--- src/rtl/svreal_sched_pkg.sv ---
// Shared helpers for the svreal multiplier scheduler: tag width and fixed-point alignment.
// Latency: none (elaboration-time functions only).
// Backpressure: not applicable.
package svreal_sched_pkg;

  // Requester index width; never below one bit so a tag field always exists.
  function automatic int tag_w(input int n);
    return ($clog2(n) < 1) ? 1 : $clog2(n);
  endfunction

  // Right-shift amount that moves a product with exponent ea+eb onto exponent ec.
  // Negative means a left shift.
  function automatic int align_shift(input int ea, input int eb, input int ec);
    return ec - (ea + eb);
  endfunction

endpackage

--- src/rtl/svreal_mul_scheduler_if.sv ---
// Request/response bundle between N_REQ requesters and the shared multiplier.
// Latency: wires only.
// Backpressure: req_ready is the only flow control; responses cannot be stalled.
//   master: drives en, req_valid, req_a, req_b; observes req_ready, resp_valid, resp_c, busy
//   slave : the scheduler side
interface svreal_mul_scheduler_if #(
  parameter int N_REQ = 4,
  parameter int WA    = 16,
  parameter int WB    = 16,
  parameter int WC    = 16
);
  logic                 en;
  logic [N_REQ-1:0]     req_valid;
  logic [N_REQ-1:0]     req_ready;
  logic [N_REQ*WA-1:0]  req_a;
  logic [N_REQ*WB-1:0]  req_b;
  logic [N_REQ-1:0]     resp_valid;
  logic [WC-1:0]        resp_c;
  logic                 busy;

  modport master (
    output en, req_valid, req_a, req_b,
    input  req_ready, resp_valid, resp_c, busy
  );

  modport slave (
    input  en, req_valid, req_a, req_b,
    output req_ready, resp_valid, resp_c, busy
  );
endinterface

--- src/rtl/svreal_rr_arbiter.sv ---
// Round-robin one-hot grant; scans upward from ptr_i+1 and wraps.
// Latency: purely combinational; the pointer register lives in the parent.
// Backpressure: grants only requesters that assert req_i, and none when en_i=0.
//   req_i     requester valid bits      gnt_o     one-hot grant
//   en_i      grant enable              gnt_idx_o index of the granted requester
//   ptr_i     last granted index        any_gnt_o a grant was issued
module svreal_rr_arbiter
  import svreal_sched_pkg::*;
#(
  parameter int N = 4,
  localparam int TW = tag_w(N)
) (
  input  logic [N-1:0]  req_i,
  input  logic          en_i,
  input  logic [TW-1:0] ptr_i,
  output logic [N-1:0]  gnt_o,
  output logic [TW-1:0] gnt_idx_o,
  output logic          any_gnt_o
);

  int idx;

  always_comb begin
    gnt_o     = '0;
    gnt_idx_o = '0;
    any_gnt_o = 1'b0;
    idx       = 0;
    if (en_i) begin
      // k runs 1..N so the last-granted requester is considered last.
      for (int k = 1; k <= N; k++) begin
        idx = (int'(ptr_i) + k) % N;
        if (!any_gnt_o && req_i[idx]) begin
          gnt_o[idx] = 1'b1;
          gnt_idx_o  = TW'(idx);
          any_gnt_o  = 1'b1;
        end
      end
    end
  end

endmodule

--- src/rtl/svreal_mul_scheduler.sv ---
// Time-shares one pipelined svreal fixed-point multiplier among N_REQ requesters.
// Latency: result pulses on resp_valid[tag] MUL_LAT cycles after the grant cycle.
// Backpressure: round-robin req_ready grant, at most one per cycle; pipeline never stalls.
//   clk, rst : clock, asynchronous active-high reset
//   bus      : slave side of svreal_mul_scheduler_if (en, req_*, resp_*, busy)
module svreal_mul_scheduler
  import svreal_sched_pkg::*;
#(
  parameter int N_REQ   = 4,
  parameter int WA      = 16,
  parameter int EA      = -8,
  parameter int WB      = 16,
  parameter int EB      = -8,
  parameter int WC      = 16,
  parameter int EC      = -8,
  parameter int MUL_LAT = 2
) (
  input  logic                    clk,
  input  logic                    rst,
  svreal_mul_scheduler_if.slave   bus
);

  localparam int TW    = tag_w(N_REQ);
  localparam int PW    = WA + WB;
  localparam int SHIFT = align_shift(EA, EB, EC);
  localparam int SHR   = (SHIFT >= 0) ? SHIFT : 0;
  localparam int SHL   = (SHIFT < 0) ? -SHIFT : 0;
  // Wide enough that a left shift never loses bits that could land in the result.
  localparam int XW    = PW + WC + SHL;

  // Field widths follow the module parameters, so the stage type is declared here.
  typedef struct packed {
    logic          valid;
    logic [TW-1:0] tag;
    logic [WA-1:0] a;
    logic [WB-1:0] b;
  } stage_t;

  logic [TW-1:0]    ptr_q, ptr_d;
  logic [N_REQ-1:0] gnt;
  logic [TW-1:0]    gnt_idx;
  logic             any_gnt;
  stage_t           issue_s, last_s;
  logic             pipe_busy;
  logic [N_REQ-1:0] resp_valid_q, resp_valid_d;
  logic [WC-1:0]    resp_c_q, resp_c_d;
  logic [PW-1:0]    prod;
  logic [XW-1:0]    prod_ext;
  logic [WC-1:0]    res_c;

  // Gating with rst keeps req_ready low for the whole reset assertion.
  svreal_rr_arbiter #(.N(N_REQ)) u_arb (
    .req_i     (bus.req_valid),
    .en_i      (bus.en & ~rst),
    .ptr_i     (ptr_q),
    .gnt_o     (gnt),
    .gnt_idx_o (gnt_idx),
    .any_gnt_o (any_gnt)
  );

  assign bus.req_ready = gnt;

  always_comb begin
    issue_s.valid = any_gnt;
    issue_s.tag   = gnt_idx;
    issue_s.a     = bus.req_a[int'(gnt_idx)*WA +: WA];
    issue_s.b     = bus.req_b[int'(gnt_idx)*WB +: WB];
  end

  // The output register is the final stage, so only MUL_LAT-1 internal stages exist.
  if (MUL_LAT == 1) begin : g_no_pipe
    assign last_s    = issue_s;
    assign pipe_busy = 1'b0;
  end else begin : g_pipe
    stage_t pipe_q [MUL_LAT-1];

    always_ff @(posedge clk or posedge rst) begin
      if (rst) begin
        for (int i = 0; i < MUL_LAT-1; i++) pipe_q[i] <= '0;
      end else begin
        pipe_q[0] <= issue_s;
        for (int i = 1; i < MUL_LAT-1; i++) pipe_q[i] <= pipe_q[i-1];
      end
    end

    assign last_s = pipe_q[MUL_LAT-2];

    always_comb begin
      pipe_busy = 1'b0;
      for (int i = 0; i < MUL_LAT-1; i++) pipe_busy = pipe_busy | pipe_q[i].valid;
    end
  end

  // Full-width signed product, then a constant shift onto the result exponent.
  // >>> floors toward -inf; the WC cast wraps without saturation.
  assign prod     = PW'($signed(last_s.a) * $signed(last_s.b));
  assign prod_ext = {{(XW-PW){prod[PW-1]}}, prod};
  assign res_c    = WC'(($signed(prod_ext) >>> SHR) <<< SHL);

  always_comb begin
    ptr_d        = any_gnt ? gnt_idx : ptr_q;
    resp_valid_d = '0;
    resp_c_d     = resp_c_q;
    if (last_s.valid) begin
      resp_valid_d[last_s.tag] = 1'b1;
      resp_c_d                 = res_c;
    end
  end

  always_ff @(posedge clk or posedge rst) begin
    if (rst) begin
      ptr_q        <= TW'(N_REQ-1);
      resp_valid_q <= '0;
      resp_c_q     <= '0;
    end else begin
      ptr_q        <= ptr_d;
      resp_valid_q <= resp_valid_d;
      resp_c_q     <= resp_c_d;
    end
  end

  assign bus.resp_valid = resp_valid_q;
  assign bus.resp_c     = resp_c_q;
  assign bus.busy       = pipe_busy | (|resp_valid_q);

endmodule

--- src/flat_wrapper.sv ---
// flat-port wrapper written by rule: the top's interface ports become plain ports
module svreal_mul_scheduler_flat import svreal_sched_pkg::*;
#(
  parameter int N_REQ   = 4,
  parameter int WA      = 16,
  parameter int EA      = -8,
  parameter int WB      = 16,
  parameter int EB      = -8,
  parameter int WC      = 16,
  parameter int EC      = -8,
  parameter int MUL_LAT = 2
)
  (clk, rst, bus_en, bus_req_valid, bus_req_a, bus_req_b, bus_req_ready, bus_resp_valid, bus_resp_c, bus_busy);
  svreal_mul_scheduler_if #(.N_REQ(N_REQ), .WA(WA), .WB(WB), .WC(WC)) bus_i ();
  input  logic clk;
  input  logic rst;
  input wire logic [$bits(bus_i.en)-1:0] bus_en;
  input wire logic [$bits(bus_i.req_valid)-1:0] bus_req_valid;
  input wire logic [$bits(bus_i.req_a)-1:0] bus_req_a;
  input wire logic [$bits(bus_i.req_b)-1:0] bus_req_b;
  output wire logic [$bits(bus_i.req_ready)-1:0] bus_req_ready;
  output wire logic [$bits(bus_i.resp_valid)-1:0] bus_resp_valid;
  output wire logic [$bits(bus_i.resp_c)-1:0] bus_resp_c;
  output wire logic [$bits(bus_i.busy)-1:0] bus_busy;
  assign bus_i.en = bus_en;
  assign bus_i.req_valid = bus_req_valid;
  assign bus_i.req_a = bus_req_a;
  assign bus_i.req_b = bus_req_b;
  assign bus_req_ready = bus_i.req_ready;
  assign bus_resp_valid = bus_i.resp_valid;
  assign bus_resp_c = bus_i.resp_c;
  assign bus_busy = bus_i.busy;
  svreal_mul_scheduler #(.N_REQ(N_REQ), .WA(WA), .EA(EA), .WB(WB), .EB(EB), .WC(WC), .EC(EC), .MUL_LAT(MUL_LAT)) u_core (.clk(clk), .rst(rst), .bus(bus_i));
endmodule
--- config.mk ---
export PLATFORM = sky130hd
export DESIGN_NAME = svreal_mul_scheduler_flat
export DESIGN_NICKNAME = d
export VERILOG_FILES = /design/src/rtl/svreal_sched_pkg.sv /design/src/rtl/svreal_mul_scheduler_if.sv /design/src/rtl/svreal_rr_arbiter.sv /design/src/rtl/svreal_mul_scheduler.sv /design/src/flat_wrapper.sv
export SDC_FILE = /design/constraint.sdc
export NUM_CORES = 1
export LEC_CHECK = 0
export ABC_CLOCK_PERIOD_IN_PS = 12330
export CAP_MARGIN = 10
export CELL_PAD_IN_SITES_DETAIL_PLACEMENT = 1
export CELL_PAD_IN_SITES_GLOBAL_PLACEMENT = 2
export CORE_UTILIZATION = 38
export CTS_CLUSTER_DIAMETER = 50
export CTS_CLUSTER_SIZE = 16
export DETAILED_ROUTE_END_ITERATION = 6
export PLACE_DENSITY = 0.95
export SYNTH_ARGS = -nofsm -noshare
export SYNTH_HDL_FRONTEND = slang
export SYNTH_SLANG_ARGS = --single-unit
--- constraint.sdc ---
create_clock -name clk -period 12.33 [get_ports clk]
set_clock_uncertainty 0.15 [all_clocks]
set_input_delay 2.466 -clock clk [delete_from_list [all_inputs] [get_ports clk]]
set_output_delay 2.466 -clock clk [all_outputs]
set_load 0.005 [all_outputs]
# --- Yosys cells after proc, flatten, opt, wreduce, memory -nomap -nowiden ---
# Cells that the tools add are included.
classes:
  order_cmp: 10
  mul: 1
  mux: 44
  addsub: 4
  n_reduce_logical: 16
  bitwise_logic: 10
  n_shift: 2
op_table:
  columns: ["op", "count"]
  rows:
  - ["64-bit by 7-bit indexed part select with 16-bit output", 2]
  - ["4-bit two-way mux", 9]
  - ["16-bit by 16-bit multiplier with 24-bit output", 1]
  - ["1-bit two-way mux", 21]
  - ["3-bit by 4-bit less-than comparator with 1-bit output, second input constant", 4]
  - ["3-bit by 1-bit greater-or-equal comparator with 1-bit output, second input constant", 4]
  - ["4-bit OR", 3]
  - ["1-bit demux with 2-bit select", 5]
  - ["2-bit two-way mux", 5]
  - ["1-bit binary-select mux with 2-bit select", 4]
  - ["1-bit logical AND", 8]
  - ["2-bit OR reduction", 4]
  - ["2-bit by 1-bit adder with 2-bit output, second input constant", 2]
  - ["2-bit adder, second input constant", 2]
  - ["1-bit bitwise AND, first input constant", 4]
  - ["4-bit OR reduction", 1]
  - ["1-bit logical NOT", 3]
  - ["2-bit by 3-bit less-than comparator with 1-bit output, second input constant", 1]
  - ["2-bit by 1-bit greater-or-equal comparator with 1-bit output, second input constant", 1]
  - ["1-bit bitwise AND", 1]
  - ["1-bit NOT", 1]
  - ["1-bit OR", 1]
totals:
  in_bits: 135
  wordCells: 94
  reg_bits: 57
  out_inout_bits: 25

# --- Longest topological paths before layout ---
# Gate-level depths: netlist (run 1).
logic_depth:
  ltp_word: 21
  mapped_depth: 23
  mapped_depth_nobuf: 22

# --- By module ---
# A second synthesis (run 1) with hierarchy kept.
unflattened:
  cells_unflattened: 1039
  area_unflattened_um2: 10383.7
modules_own_cells:
  columns: ["mod", "seq_area_each_um2", "area_each_um2", "instances", "cells_per_inst"]
  rows:
  - ["svreal_mul_scheduler", 1428.9, 9863.2, 1, 973]
  - ["svreal_rr_arbiter", 0.0, 520.5, 1, 66]

# --- Worst setup path after synthesis (run 1) ---
# Ideal clock, no wire load.
synth_path:
  path_kind: "input to output"
  from: "in rst"
  to: "out bus_req_ready[0]"
  cell_stages: 3
  required_ns: 9.714
  t_arrival_ns: 4.194
  setup_slack_ns: 5.520
  n_path_buf: 0
  cell_sequence: "inv_1 > nand2_1 > nor2_1"
synth_between:
  elab_chain_len: 3
synth_rtl:
  columns: ["item", "line_no", "rtl"]
  rows:
  - ["from (decl)", "flat_wrapper.sv:16", "input logic rst;"]
  - ["1-bit NOT", "svreal_mul_scheduler.sv:54", ".en_i (bus.en & ~rst),"]
  - ["1-bit bitwise AND", "svreal_mul_scheduler.sv:54", null]
  - ["4-bit two-way mux", "svreal_rr_arbiter.sv:28", "if (en_i) begin"]
  - ["to (decl)", "flat_wrapper.sv:21", "output wire logic [$bits(bus_i.req_ready)-1:0] bus_req_ready;"]
# Every way passes these cells.

# --- Worst setup path in the final report (run 1) ---
layout_path:
  from: "in bus_req_valid[0]"
  to: "out bus_req_ready[3]"
layout_between:
  elab_chain_len: 17
  elab_cells_between_ends: 35
layout_rtl:
  columns: ["item", "line_no", "rtl"]
  rows:
  - ["from (decl)", "flat_wrapper.sv:18", "input wire logic [$bits(bus_i.req_valid)-1:0] bus_req_valid;"]
  - ["1-bit binary-select mux with 2-bit select", "svreal_rr_arbiter.sv:32", "if (!any_gnt_o && req_i[idx]) begin"]
  - ["1-bit two-way mux (not written as such) (2 in a row)", "svreal_rr_arbiter.sv:32", null]
  - ["1-bit two-way mux", "svreal_rr_arbiter.sv:32", null]
  - ["1-bit two-way mux", "svreal_rr_arbiter.sv:28", null]
  - ["1-bit logical NOT", "svreal_rr_arbiter.sv:32", null]
  - ["1-bit logical AND", "svreal_rr_arbiter.sv:32", null]
  - ["1-bit two-way mux", "svreal_rr_arbiter.sv:32", null]
  - ["1-bit two-way mux", "svreal_rr_arbiter.sv:28", null]
  - ["1-bit logical NOT", "svreal_rr_arbiter.sv:32", null]
  - ["1-bit logical AND", "svreal_rr_arbiter.sv:32", null]
  - ["1-bit two-way mux", "svreal_rr_arbiter.sv:32", null]
  - ["1-bit two-way mux", "svreal_rr_arbiter.sv:28", null]
  - ["1-bit logical NOT", "svreal_rr_arbiter.sv:32", null]
  - ["1-bit logical AND", "svreal_rr_arbiter.sv:32", null]
  - ["4-bit two-way mux *", "svreal_rr_arbiter.sv:32", null]
  - ["4-bit two-way mux *", "svreal_rr_arbiter.sv:28", null]
# Mark *: on every way between the ends. The rest lies on a longest branch, timed or not. The select of a mux whose other input is x is not followed.

==> impl_metrics.sql, run 1 <==
INSERT INTO impl_metrics (metric_group, metric, value, unit) VALUES
('sta', 'rsz0062_at_grt', 'false', ''),
('setup_path', 'timing.reg2reg.worst_path_depth', '19', ''),
('synth', 'synth_common_cells', '261 x sky130_fd_sc_hd__inv_1, 186 x sky130_fd_sc_hd__fa_1, 128 x sky130_fd_sc_hd__nand2_1', ''),
('synth', 'postSynthAreaPerCell', '9.47', 'sq um'),
('setup_path', 'worst-setup-path-type', 'input port to primary output', ''),
('synth', 'yosys.cell_types.count', '55', ''),
('clock_network', 'cts_buffers', '9', ''),
('clock_network', 'postCtsSetupRepairBufs', '0', ''),
('synth', 'synth_enable_flop_cells', '0', ''),
('synth', 'gate_count_after_technology_mapping', '1138', ''),
('routing', 'antenna_violating_nets_post_route', '0', ''),
('placed_design', 'dp_slack', '4890', 'ps'),
('placed_design', 'port-buffer-count', '159', ''),
('placed_design', 'detailed_place_hpwl', '23900', 'um'),
('setup_path', 'reg2reg_to', 'u_core.bus.resp_c[13]', ''),
('sta', 'post-route-min-period', '7460', 'ps'),
('cells_and_area', 'area.growth.synth_to_final', '19.4', '%'),
('floorplanning', 'die_w', '170', 'um'),
('min_path', 'timing.hold.worst.class', 'flip-flop to flip-flop', ''),
('sta', 'timing.fmax', '134', 'MHz'),
('global_route', 'global_route_wire_length_before_repair', '48800', 'um'),
('sta', 'worst_slew_pin_slew', '1030', 'ps'),
('flow_run', 'timing.max_cap.violations', '0', ''),
('clock_network', 'cts.path.max_buffers', '2', ''),
('sta', 'timing.max_slew.rel_slack', '31.3', '%'),
('floorplanning', 'core', '27900', 'sq um'),
('synth', 'yosysTopAreaCellShare', '34.5', '%'),
('sta', 'final-hold-violation-count', '0', ''),
('routing', 'drt-initial-drc-count', '354', ''),
('global_route', 'groute.usage.overall', '22.1', '%'),
('clock_network', 'clockRootBuffer', 'sky130_fd_sc_hd__clkbuf_16', ''),
('synth', 'yosys_register_bits', '57', ''),
('clock_network', 'tritoncts', 'built', ''),
('synth', 'synth_nets', '1537', ''),
('setup_path', 'worstSetupStartpoint', 'bus_req_valid[0]', ''),
('synth', 'ys_seq_area_share', '13.3', '%'),
('global_route', 'number_of_antenna_violations_at_the_first_check_in_global_routing', '0', ''),
('routing', 'detail_route.first_pass.iterations', '5', ''),
('sta', 'setup_viol_count_final', '0', ''),
('cells_and_area', 'drive_above_1_share', '3.08', '%'),
('setup_path', 'worstPathMaxFanout', '10', ''),
('clock_network', 'cts.htree.levels', '3', ''),
('synth', 'postSynth.topFlopCell', 'sky130_fd_sc_hd__dfrtp_1', ''),
('sta', 'worst_slack', '4870', 'ps'),
('sta', 'finalMaxSlewViolations', '0', ''),
('clock_network', 'post_cts_hold_buffer_count', '0', ''),
('routing', 'wl_per_cell', '18.0', 'um'),
('sta', 'fin_tns_setup', '0', 'ps'),
('routing', 'routed-via-count', '8108', ''),
('clock_network', 'cts_repair_resize_count', '0', ''),
('setup_path', 'critical_path.reg2reg.startpoint', 'u_core.g_pipe.pipe_q[2]', ''),
('floorplanning', 'floorplan.rows', '61', ''),
('setup_path', 'crit_required', '9710', 'ps'),
('routing', 'post-route-drc-count', '0', ''),
('placed_design', 'globalplace.congestion', '0.811', ''),
('clock_network', 'clock_insertion_delay_worst_skew', '350', 'ps'),
('floorplanning', 'fp.dieH', '170', 'um'),
('synth', 'yosysWarnings', '0', ''),
('synth', 'yosys.area.top_type', 'sky130_fd_sc_hd__fa_1', ''),
('clock_network', 'path_clk_slew', '60', 'ps'),
('floorplanning', 'dieArea', '29000', 'sq um'),
('synth', 'post_synth_main_area_contributors', 'sky130_fd_sc_hd__fa_1 35%, sky130_fd_sc_hd__dfrtp_1 13%, sky130_fd_sc_hd__inv_1 9.1%', ''),
('setup_path', 'critical_path.endpoint', 'bus_req_ready[3]', ''),
('global_route', 'grt_pass1_vias', '9228', ''),
('synth', 'synth-async-reset-ratio', '100', '%'),
('setup_path', 'timing.reg2reg.setup_slack', '5950', 'ps'),
('synth', 'most_common_cell_in_the_synthesized_netlist', 'sky130_fd_sc_hd__inv_1', ''),
('floorplanning', 'start_util', '38.7', '%'),
('setup_path', 'worstSetupEndpointType', 'primary output', ''),
('setup_path', 'critical_path_arrival', '4840', 'ps'),
('global_route', 'global_route.overflow_total', '0', ''),
('floorplanning', 'num_io_pins', '160', ''),
('setup_path', 'worst_setup_path_start_kind', 'input port', ''),
('global_route', 'maximum_number_of_pins_on_one_net_before_global_route_repair', '66', ''),
('routing', 'totalWireLength', '29700', 'um'),
('outcome', 'status', 'finished clean', ''),
('synth', 'synthesis.area', '10800', 'sq um'),
('sta', 'final.period_utilization', '60.5', '%'),
('cells_and_area', 'n_antenna_cell', '0', ''),
('clock_network', 'cts.sink_count', '57', ''),
('cells_and_area', 'layout.nets', '1660', ''),
('routing', 'post_drt_via_cell_ratio', '4.93', '');
[final cells by class]
cell class / instances / area, sq um
clock buffer: 11 / 243
fill: 3159 / 15000
inverter: 263 / 987
sequential: 57 / 1430
multi-input combinational: 767 / 8090
clock inverter: 5 / 31.3
tap: 378 / 473
timing repair buffer: 163 / 1620
[stage by stage]
stage	util (%)	instance area, sq um	hold slack, ps	cells
floorplan	-	10800	278	1138
global placement	45.2	12600	297	1628
detailed placement	45.2	12600	312	1628
CTS	46.2	12900	330	1644
global route	46.2	12900	357	1644
finish	46.2	12900	330	1644
[logic make-up (layout without fill, tap and decap cells)]
family	Yosys count	count (layout)	share of synthesized area, %
simple gates	292	292	13.5
buf+inv	314	442	11.9
compound gates	69	69	4.42
xor+xnor	33	33	2.81
flops	57	57	13.3
fa+ha+maj	264	264	43.6
mux	109	109	10.6
[metal layers]
layer	track usage (%)	routed length [um]
met1	27.6	12400
met2	39.3	14800
met3	3.77	1870
met4	5.91	614
met5	0	0
[sequential cells by signal, summed over array words and instances (netlist names)]
register	count
u_core.ptr_q	2
u_core.g_pipe.pipe_q	34
u_core.bus.resp_valid	4
u_core.bus.resp_c	16
u_core.pipe_busy	1
[worst min-delay path by stage]
stage | start | endpoint | slack [ps] | depth (start not counted)
2_1_floorplan | u_core.g_pipe.pipe_q[32] | u_core.bus.resp_valid[2] | 280 | 1
3_3_place_gp | u_core.g_pipe.pipe_q[32] | u_core.bus.resp_valid[2] | 300 | 1
3_5_place_dp | u_core.g_pipe.pipe_q[32] | u_core.bus.resp_valid[2] | 310 | 1
4_1_cts | u_core.g_pipe.pipe_q[32] | u_core.bus.resp_valid[2] | 330 | 1
5_1_grt | u_core.g_pipe.pipe_q[32] | u_core.bus.resp_valid[2] | 360 | 1
6_report | u_core.g_pipe.pipe_q[32] | u_core.bus.resp_valid[2] | 330 | 1
[cell usage in the layout, fill, tap and decap left out, types with 2 or more instances in the layout]
cell type and instances:
sky130_fd_sc_hd__nand2_1 128, sky130_fd_sc_hd__clkbuf_16 9, sky130_fd_sc_hd__a221oi_1 5, sky130_fd_sc_hd__xor2_1 5, sky130_fd_sc_hd__clkinv_2 3, sky130_fd_sc_hd__o32a_1 2
sky130_fd_sc_hd__ha_1 78, sky130_fd_sc_hd__o22ai_1 2, sky130_fd_sc_hd__a21oi_1 18, sky130_fd_sc_hd__a21o_1 5, sky130_fd_sc_hd__fa_1 186, sky130_fd_sc_hd__and2_1 107
sky130_fd_sc_hd__nand4_1 4, sky130_fd_sc_hd__clkdlybuf4s50_1 159, sky130_fd_sc_hd__nor2_1 22, sky130_fd_sc_hd__mux2_2 9, sky130_fd_sc_hd__dfstp_2 2, sky130_fd_sc_hd__nor2b_1 5
sky130_fd_sc_hd__mux2i_1 97, sky130_fd_sc_hd__xnor2_1 27, sky130_fd_sc_hd__buf_4 4, sky130_fd_sc_hd__a31oi_1 4, sky130_fd_sc_hd__dfrtp_1 55, sky130_fd_sc_hd__o211ai_1 2
sky130_fd_sc_hd__nor3_1 3, sky130_fd_sc_hd__nand3_1 7, sky130_fd_sc_hd__inv_1 260, sky130_fd_sc_hd__a211oi_1 4, sky130_fd_sc_hd__mux4_2 3, sky130_fd_sc_hd__clkinv_1 2
sky130_fd_sc_hd__a31o_2 2, sky130_fd_sc_hd__nand2b_1 6, sky130_fd_sc_hd__and3_1 3, sky130_fd_sc_hd__a22oi_1 6, sky130_fd_sc_hd__o21ai_0 7
[worst max-delay path: stages]
cell and delay (ps):
sky130_fd_sc_hd__clkdlybuf4s50_1 580, sky130_fd_sc_hd__mux4_2 600, sky130_fd_sc_hd__nor2b_1 270, sky130_fd_sc_hd__a22oi_1 130, sky130_fd_sc_hd__nor2_1 110, sky130_fd_sc_hd__a221oi_1 50
sky130_fd_sc_hd__nor2_1 120, sky130_fd_sc_hd__clkdlybuf4s50_1 510
Power of run 1 is not shown: default switching activity piles up to over one toggle a cycle in this logic, so the estimate is an artifact.
==> run 2: changes to the inputs <==
--- a/config.mk
+++ b/config.mk
@@ -5,15 +5,15 @@
 export SDC_FILE = /design/constraint.sdc
 export NUM_CORES = 1
 export LEC_CHECK = 0
-export ABC_CLOCK_PERIOD_IN_PS = 12330
+export ABC_CLOCK_PERIOD_IN_PS = 7750
 export CAP_MARGIN = 10
 export CELL_PAD_IN_SITES_DETAIL_PLACEMENT = 1
 export CELL_PAD_IN_SITES_GLOBAL_PLACEMENT = 2
-export CORE_UTILIZATION = 38
+export CORE_UTILIZATION = 35
 export CTS_CLUSTER_DIAMETER = 50
 export CTS_CLUSTER_SIZE = 16
 export DETAILED_ROUTE_END_ITERATION = 6
-export PLACE_DENSITY = 0.95
+export PLACE_DENSITY = 0.93
 export SYNTH_ARGS = -nofsm -noshare
 export SYNTH_HDL_FRONTEND = slang
 export SYNTH_SLANG_ARGS = --single-unit
==> constraint.sdc (replaced) <==
create_clock -name clk -period 7.75 [get_ports clk]
set_clock_uncertainty 0.15 [all_clocks]
set_input_delay 1.55 -clock clk [delete_from_list [all_inputs] [get_ports clk]]
set_output_delay 1.55 -clock clk [all_outputs]
set_load 0.005 [all_outputs]
==> run 2 against run 1 <==
Effect of this change:
- die area is 8.5% higher
- final cell count is 0.79% higher
- flip-flop and latch count stayed put
- largest cell class unchanged
- via count is 1.4% higher
- critical path depth is 11 higher
- count of clock-buffer cells in the layout stayed put
- non-clock buffer count is 1 higher
- sequential share of layout area is 0.091 points lower
==> impl_metrics.sql, run 2 (synthesized netlist as in run 1, its figures left out) <==
INSERT INTO impl_metrics (metric_group, metric, value, unit) VALUES
('setup_path', 'worstPathMaxFanout', '16', ''),
('clock_network', 'postCtsSetupRepairBufs', '0', ''),
('global_route', 'groute.usage.overall', '21.0', '%'),
('routing', 'detail_route.first_pass.iterations', '4', ''),
('sta', 'final.period_utilization', '81.0', '%'),
('routing', 'routed-via-count', '8225', ''),
('cells_and_area', 'fill_cells', '3414', ''),
('sta', 'finalMaxSlewViolations', '0', ''),
('cells_and_area', 'final_cell_count_no_fill', '1657', ''),
('placed_design', 'detailed_place_hpwl', '25800', 'um'),
('setup_path', 'worstPathCellList', 'and2_1 > inv_1 > fa_1 > inv_1 > fa_1 > fa_1 > fa_1 > fa_1 > inv_1 > fa_1 > inv_1 > ha_1 > nand3_1 > nor2_1 > nand4_1 > nand3_1 > a31oi_1 > xnor2_1 > mux2_2', ''),
('cells_and_area', 'n_antenna_cell', '0', ''),
('cells_and_area', 'top_register', 'u_core.g_pipe.pipe_q', ''),
('setup_path', 'cp_slowest_stage_delay', '710', 'ps'),
('cells_and_area', 'layout_commonest_cell', 'sky130_fd_sc_hd__inv_1', ''),
('sta', 'post-route-min-period', '6280', 'ps'),
('clock_network', 'clockRootBuffer', 'sky130_fd_sc_hd__clkbuf_16', ''),
('clock_network', 'post_cts_hold_buffer_count', '0', ''),
('routing', 'antenna_violating_nets_post_route', '0', ''),
('sta', 'rsz0062_at_grt', 'false', ''),
('sta', 'final-hold-violation-count', '0', ''),
('sta', 'timing.fmax', '159', 'MHz'),
('global_route', 'grt_pass1_vias', '9538', ''),
('clock_network', 'tritoncts', 'built', ''),
('setup_path', 'worst-setup-path-type', 'flip-flop to flip-flop', ''),
('clock_network', 'cts.path.max_buffers', '2', ''),
('outcome', 'status', 'finished clean', ''),
('cells_and_area', 'largest_register_ffs', '34', ''),
('floorplanning', 'fp.dieH', '177', 'um'),
('flow_run', 'timing.max_cap.violations', '0', ''),
('floorplanning', 'num_io_pins', '160', ''),
('cells_and_area', 'drive_above_1_share', '3.16', '%'),
('setup_path', 'critPathSlowestCell', 'sky130_fd_sc_hd__dfrtp_1', ''),
('setup_path', 'crit_path_frequent_cell', 'sky130_fd_sc_hd__fa_1', ''),
('placed_design', 'port-buffer-count', '159', ''),
('clock_network', 'cts.sink_count', '57', ''),
('global_route', 'global_route_wire_length_before_repair', '50300', 'um'),
('global_route', 'number_of_antenna_violations_at_the_first_check_in_global_routing', '0', ''),
('clock_network', 'cts.htree.levels', '3', ''),
('sta', 'setup_viol_count_final', '0', ''),
('floorplanning', 'core', '30000', 'sq um'),
('cells_and_area', 'layout.nets', '1661', ''),
('setup_path', 'worstSetupEndpointType', 'flip-flop', ''),
('routing', 'post-route-drc-count', '0', ''),
('sta', 'fin_tns_setup', '0', 'ps'),
('floorplanning', 'dieArea', '31500', 'sq um'),
('clock_network', 'clock_insertion_delay_worst_skew', '350', 'ps'),
('clock_network', 'path_clk_slew', '70', 'ps'),
('routing', 'post_drt_via_cell_ratio', '4.96', ''),
('min_path', 'timing.hold.worst.class', 'flip-flop to flip-flop', ''),
('setup_path', 'critical_path_arrival', '6370', 'ps'),
('floorplanning', 'die_w', '177', 'um'),
('routing', 'wl_per_cell', '18.7', 'um'),
('placed_design', 'globalplace.congestion', '0.849', ''),
('routing', 'drt-initial-drc-count', '394', ''),
('cells_and_area', 'top_library_cells_by_usage_in_the_layout_fill_and_taps_aside', '260 x sky130_fd_sc_hd__inv_1, 186 x sky130_fd_sc_hd__fa_1, 159 x sky130_fd_sc_hd__clkdlybuf4s50_1', ''),
('setup_path', 'worst_setup_path_start_kind', 'flip-flop', ''),
('clock_network', 'cts_buffers', '9', ''),
('floorplanning', 'start_util', '36.0', '%'),
('cells_and_area', 'area.growth.synth_to_final', '20.4', '%'),
('sta', 'worst_slew_pin_slew', '947', 'ps'),
('sta', 'timing.max_slew.rel_slack', '36.7', '%'),
('routing', 'totalWireLength', '31100', 'um'),
('global_route', 'maximum_number_of_pins_on_one_net_before_global_route_repair', '59', ''),
('placed_design', 'number_of_cells_in_the_design_after_placement', '1641', ''),
('global_route', 'global_route.overflow_total', '0', ''),
('setup_path', 'crit_required', '7830', 'ps'),
('clock_network', 'cts_repair_resize_count', '0', ''),
('floorplanning', 'floorplan.rows', '63', '');
run 2: changes by cell type in the layout (fill, tap and decap cells not counted):
| cell | before | now |
|---|---|---|
| sky130_fd_sc_hd__buf_12 | 0 | 1 |
| sky130_fd_sc_hd__clkinv_4 | 1 | 0 |
| sky130_fd_sc_hd__bufinv_16 | 0 | 3 |
| sky130_fd_sc_hd__clkinv_2 | 3 | 1 |
run 2: final timing paths:
| path | depth (start not counted) | from | endpoint | slack, ps |
|---|---|---|---|---|
| setup / recovery | 19 | u_core.g_pipe.pipe_q[2] | u_core.bus.resp_c[13] | 1470 |
| hold / removal | 1 | u_core.g_pipe.pipe_q[32] | u_core.bus.resp_valid[2] | 320 |
| setup reg to reg | 19 | u_core.g_pipe.pipe_q[2] | u_core.bus.resp_c[13] | 1470 |
| hold reg to reg | 1 | u_core.g_pipe.pipe_q[32] | u_core.bus.resp_valid[2] | 320 |
| max in group asynchronous | 3 | rst | u_core.g_pipe.pipe_q[6] | 5360 |
| min in group asynchronous | 3 | rst | u_core.bus.resp_c[0] | 1600 |
run 2: metrics by stage:
| step | hold slack, ps | worst slack [ps] | cell area, sq um | utilization [%] |
|---|---|---|---|---|
| 6_report | 319 | 1470 | 13000 | 43.3 |
| 5_1_grt | 349 | 1040 | 13000 | 43.3 |
| 3_3_place_gp | 309 | 1590 | 12600 | 42.2 |
| 4_1_cts | 324 | 1480 | 13000 | 43.3 |
| 2_1_floorplan | 278 | 1950 | 10800 | - |
| 3_5_place_dp | 310 | 1500 | 12600 | 42.2 |
run 2: final cells by class:
class	instances	area [sq um]	share of cell area, %
Tap cell	390	488	3.76
Clock buffer	11	243	1.87
Timing Repair Buffer	164	1640	12.6
Inverter	263	987	7.61
Clock inverter	5	103	0.791
Sequential cell	57	1430	11.0
Multi-Input combinational cell	767	8090	62.3
run 2: worst max-delay path, delay by kind of cell (launching register included):
kind            cells  cell delay (ps)
compound gates      1              110
simple gates        5              910
buf+inv             4              270
mux                 1              260
fa+ha+maj           7             3590
xor+xnor            1              140
flops               1              710
run 2: metal layers:
layer | GRT usage [%] | part of all wire, %
met3 | 3.49 | 5.2
met5 | 0 | 0
met2 | 37.6 | 50
met4 | 5.95 | 2.1
met1 | 25.7 | 42
Power of run 2 is left out for the same reason.
==> run 3: changes to the inputs <==
--- a/config.mk
+++ b/config.mk
@@ -5,15 +5,15 @@
 export SDC_FILE = /design/constraint.sdc
 export NUM_CORES = 1
 export LEC_CHECK = 0
-export ABC_CLOCK_PERIOD_IN_PS = 7750
+export ABC_CLOCK_PERIOD_IN_PS = 5500
 export CAP_MARGIN = 10
 export CELL_PAD_IN_SITES_DETAIL_PLACEMENT = 1
 export CELL_PAD_IN_SITES_GLOBAL_PLACEMENT = 2
-export CORE_UTILIZATION = 35
+export CORE_UTILIZATION = 32
 export CTS_CLUSTER_DIAMETER = 50
 export CTS_CLUSTER_SIZE = 16
 export DETAILED_ROUTE_END_ITERATION = 6
-export PLACE_DENSITY = 0.93
+export PLACE_DENSITY = 0.9
 export SYNTH_ARGS = -nofsm -noshare
 export SYNTH_HDL_FRONTEND = slang
 export SYNTH_SLANG_ARGS = --single-unit
==> constraint.sdc (replaced) <==
create_clock -name clk -period 5.5 [get_ports clk]
set_clock_uncertainty 0.15 [all_clocks]
set_input_delay 1.1 -clock clk [delete_from_list [all_inputs] [get_ports clk]]
set_output_delay 1.1 -clock clk [all_outputs]
set_load 0.005 [all_outputs]
==> run 3 against run 2 <==
Effect of this change:
- the flow now finishes with violations (setup timing)
- worst hold slack better by 5.0 ps
- maximum frequency up 4.8%
- utilization up 1.5 points
- critical path type unchanged
- largest cell class unchanged
==> impl_metrics.sql, run 3 (synthesized netlist as in run 1, its figures left out) <==
INSERT INTO impl_metrics (metric_group, metric, value, unit) VALUES
('outcome', 'status', 'complete, but fails checks', ''),
('outcome', 'failed_checks', 'setup timing', ''),
('routing', 'routed-via-count', '9115', ''),
('floorplanning', 'core', '32900', 'sq um'),
('floorplanning', 'floorplan.rows', '66', ''),
('cells_and_area', 'largest_register_ffs', '34', ''),
('setup_path', 'critical_path_arrival', '6100', 'ps'),
('cells_and_area', 'top_register', 'u_core.g_pipe.pipe_q', ''),
('placed_design', 'port-buffer-count', '159', ''),
('global_route', 'global_route.overflow_total', '0', ''),
('clock_network', 'clockRootBuffer', 'sky130_fd_sc_hd__clkbuf_16', ''),
('clock_network', 'clock_insertion_delay_worst_skew', '360', 'ps'),
('cells_and_area', 'top_library_cells_by_usage_in_the_layout_fill_and_taps_aside', '244 x sky130_fd_sc_hd__inv_1, 176 x sky130_fd_sc_hd__fa_1, 159 x sky130_fd_sc_hd__clkdlybuf4s50_1', ''),
('setup_path', 'worstSetupEndpointType', 'flip-flop', ''),
('routing', 'wl_per_cell', '20.4', 'um'),
('min_path', 'timing.hold.worst.class', 'flip-flop to flip-flop', ''),
('cells_and_area', 'fill_cells', '3788', ''),
('routing', 'post-route-drc-count', '0', ''),
('setup_path', 'crit_required', '5600', 'ps'),
('global_route', 'met3_usage', '3.37', '%'),
('global_route', 'number_of_antenna_violations_at_the_first_check_in_global_routing', '0', ''),
('cells_and_area', 'layout_commonest_cell', 'sky130_fd_sc_hd__inv_1', ''),
('clock_network', 'post_cts_hold_buffer_count', '0', ''),
('placed_design', 'detailed_place_hpwl', '28600', 'um'),
('sta', 'final-hold-violation-count', '0', ''),
('routing', 'totalWireLength', '37900', 'um'),
('global_route', 'grt_pass1_vias', '10676', ''),
('setup_path', 'worst-setup-path-type', 'flip-flop to flip-flop', ''),
('cells_and_area', 'layout.nets', '1810', ''),
('global_route', 'maximum_number_of_pins_on_one_net_before_global_route_repair', '58', ''),
('sta', 'timing.fmax', '167', 'MHz'),
('sta', 'worst_slack', '-495', 'ps'),
('sta', 'final.period_utilization', '109', '%'),
('routing', 'drt-initial-drc-count', '457', ''),
('clock_network', 'path_clk_slew', '60', 'ps'),
('floorplanning', 'die_w', '186', 'um'),
('placed_design', 'globalplace.congestion', '0.893', ''),
('routing', 'post_drt_via_cell_ratio', '4.91', ''),
('sta', 'post-route-min-period', '5990', 'ps'),
('routing', 'detail_route.first_pass.iterations', '6', ''),
('setup_path', 'worstPathMaxFanout', '5', ''),
('cells_and_area', 'final_cell_count_no_fill', '1858', ''),
('flow_run', 'timing.max_cap.violations', '0', ''),
('placed_design', 'number_of_cells_in_the_design_after_placement', '1807', ''),
('clock_network', 'tritoncts', 'built', ''),
('floorplanning', 'num_io_pins', '160', ''),
('placed_design', 'dp_slack', '-608', 'ps'),
('floorplanning', 'start_util', '32.8', '%'),
('cells_and_area', 'n_antenna_cell', '0', ''),
('global_route', 'global_route.usage.met1', '25.6', '%'),
('clock_network', 'cts.sink_count', '57', ''),
('sta', 'worst_slew_pin_slew', '780', 'ps'),
('setup_path', 'worst_setup_path_start_kind', 'flip-flop', ''),
('clock_network', 'cts_buffers', '9', ''),
('clock_network', 'cts.htree.levels', '3', ''),
('floorplanning', 'fp.dieH', '186', 'um'),
('global_route', 'global_route_wire_length_before_repair', '58300', 'um'),
('global_route', 'grt_most_used_layer', 'met2', ''),
('global_route', 'gr-usage-met2', '42.8', '%'),
('sta', 'setup_viol_count_final', '11', ''),
('clock_network', 'cts.path.max_buffers', '2', ''),
('sta', 'finalMaxSlewViolations', '0', ''),
('sta', 'rsz0062_at_grt', 'true', ''),
('sta', 'timing.max_slew.rel_slack', '48.0', '%'),
('routing', 'antenna_violating_nets_post_route', '0', ''),
('cells_and_area', 'drive_above_1_share', '20.4', '%'),
('cells_and_area', 'area.growth.synth_to_final', '36.8', '%'),
('global_route', 'groute.usage.overall', '22.9', '%'),
('floorplanning', 'dieArea', '34400', 'sq um');
## run 3: cell count changes in the layout (fill, tap and decap cells not counted), sizes merged
cell      change
buf         +149
bufinv        -1
clkbuf        +2
clkinvlp      -1
## run 3: final cells by class
cell class	instances	area (sq um)	share of cell area (%)
well taps	442	553	3.75
clock inverters	3	65.1	0.441
clock buffers	13	250	1.70
inverters	263	987	6.69
repair buffers	313	2880	19.5
multi-input cells	767	8560	58.1
flip-flops and latches	57	1450	9.84
## run 3: timing repair
action | in CTS | in global routing
pin swaps | 55 | 41
setup buffers | 28 | 10
endpoints found under the setup margin | 14 | 14
gates resized for setup | 88 | 44
## run 3: final timing paths
kind | cells past startpoint | from | slack (ps) | end
setup / recovery | 25 | u_core.g_pipe.pipe_q[6] | -490 | u_core.bus.resp_c[7]
min in group asynchronous | 3 | rst | 1250 | u_core.bus.resp_c[7]
hold / removal | 1 | u_core.g_pipe.pipe_q[32] | 320 | u_core.bus.resp_valid[2]
setup reg to reg | 25 | u_core.g_pipe.pipe_q[6] | -490 | u_core.bus.resp_c[7]
max in group asynchronous | 3 | rst | 3350 | u_core.g_pipe.pipe_q[19]
hold reg to reg | 1 | u_core.g_pipe.pipe_q[32] | 320 | u_core.bus.resp_valid[2]
## run 3: critical path, stage by stage, from the launching register on
cell                      delay (ps)
sky130_fd_sc_hd__dfrtp_1         420
sky130_fd_sc_hd__buf_12          150
sky130_fd_sc_hd__buf_4           140
sky130_fd_sc_hd__and2_4          150
sky130_fd_sc_hd__fa_2            520
sky130_fd_sc_hd__inv_2            50
sky130_fd_sc_hd__fa_2            540
sky130_fd_sc_hd__inv_1            60
sky130_fd_sc_hd__fa_1            400
sky130_fd_sc_hd__inv_1           110
sky130_fd_sc_hd__fa_1            440
sky130_fd_sc_hd__inv_1           120
sky130_fd_sc_hd__fa_1            430
sky130_fd_sc_hd__inv_2            80
sky130_fd_sc_hd__fa_1            430
sky130_fd_sc_hd__inv_2            80
sky130_fd_sc_hd__ha_4            210
sky130_fd_sc_hd__a21oi_2         210
sky130_fd_sc_hd__o22ai_2         150
sky130_fd_sc_hd__nor2_2          190
sky130_fd_sc_hd__a21o_4          180
sky130_fd_sc_hd__buf_4           110
sky130_fd_sc_hd__buf_4           100
sky130_fd_sc_hd__nand2_2          50
sky130_fd_sc_hd__xor2_1          160
sky130_fd_sc_hd__mux2_2          260
## run 3: metal layers
metal / vias to the layer above / routed length [um]
met2: 324 / 20300
met5: - / 0
li1: 3998 / -
met1: 4691 / 14100
met3: 102 / 1800
met4: 0 / 1760
## run 3: stage by stage
step                      TNS (ps)  hold slack [ps]  cell area (sq um)  util, %
after detailed placement     -5750              333              13600     41.5
after floorplan                  0              278              10800        -
final                        -4540              324              14700     44.9
after CTS                    -2540              328              14500     44.1
after global routing         -6030              376              14700     44.9
after global placement       -4750              303              13600     41.5
Power of run 3 is left out for the same reason.
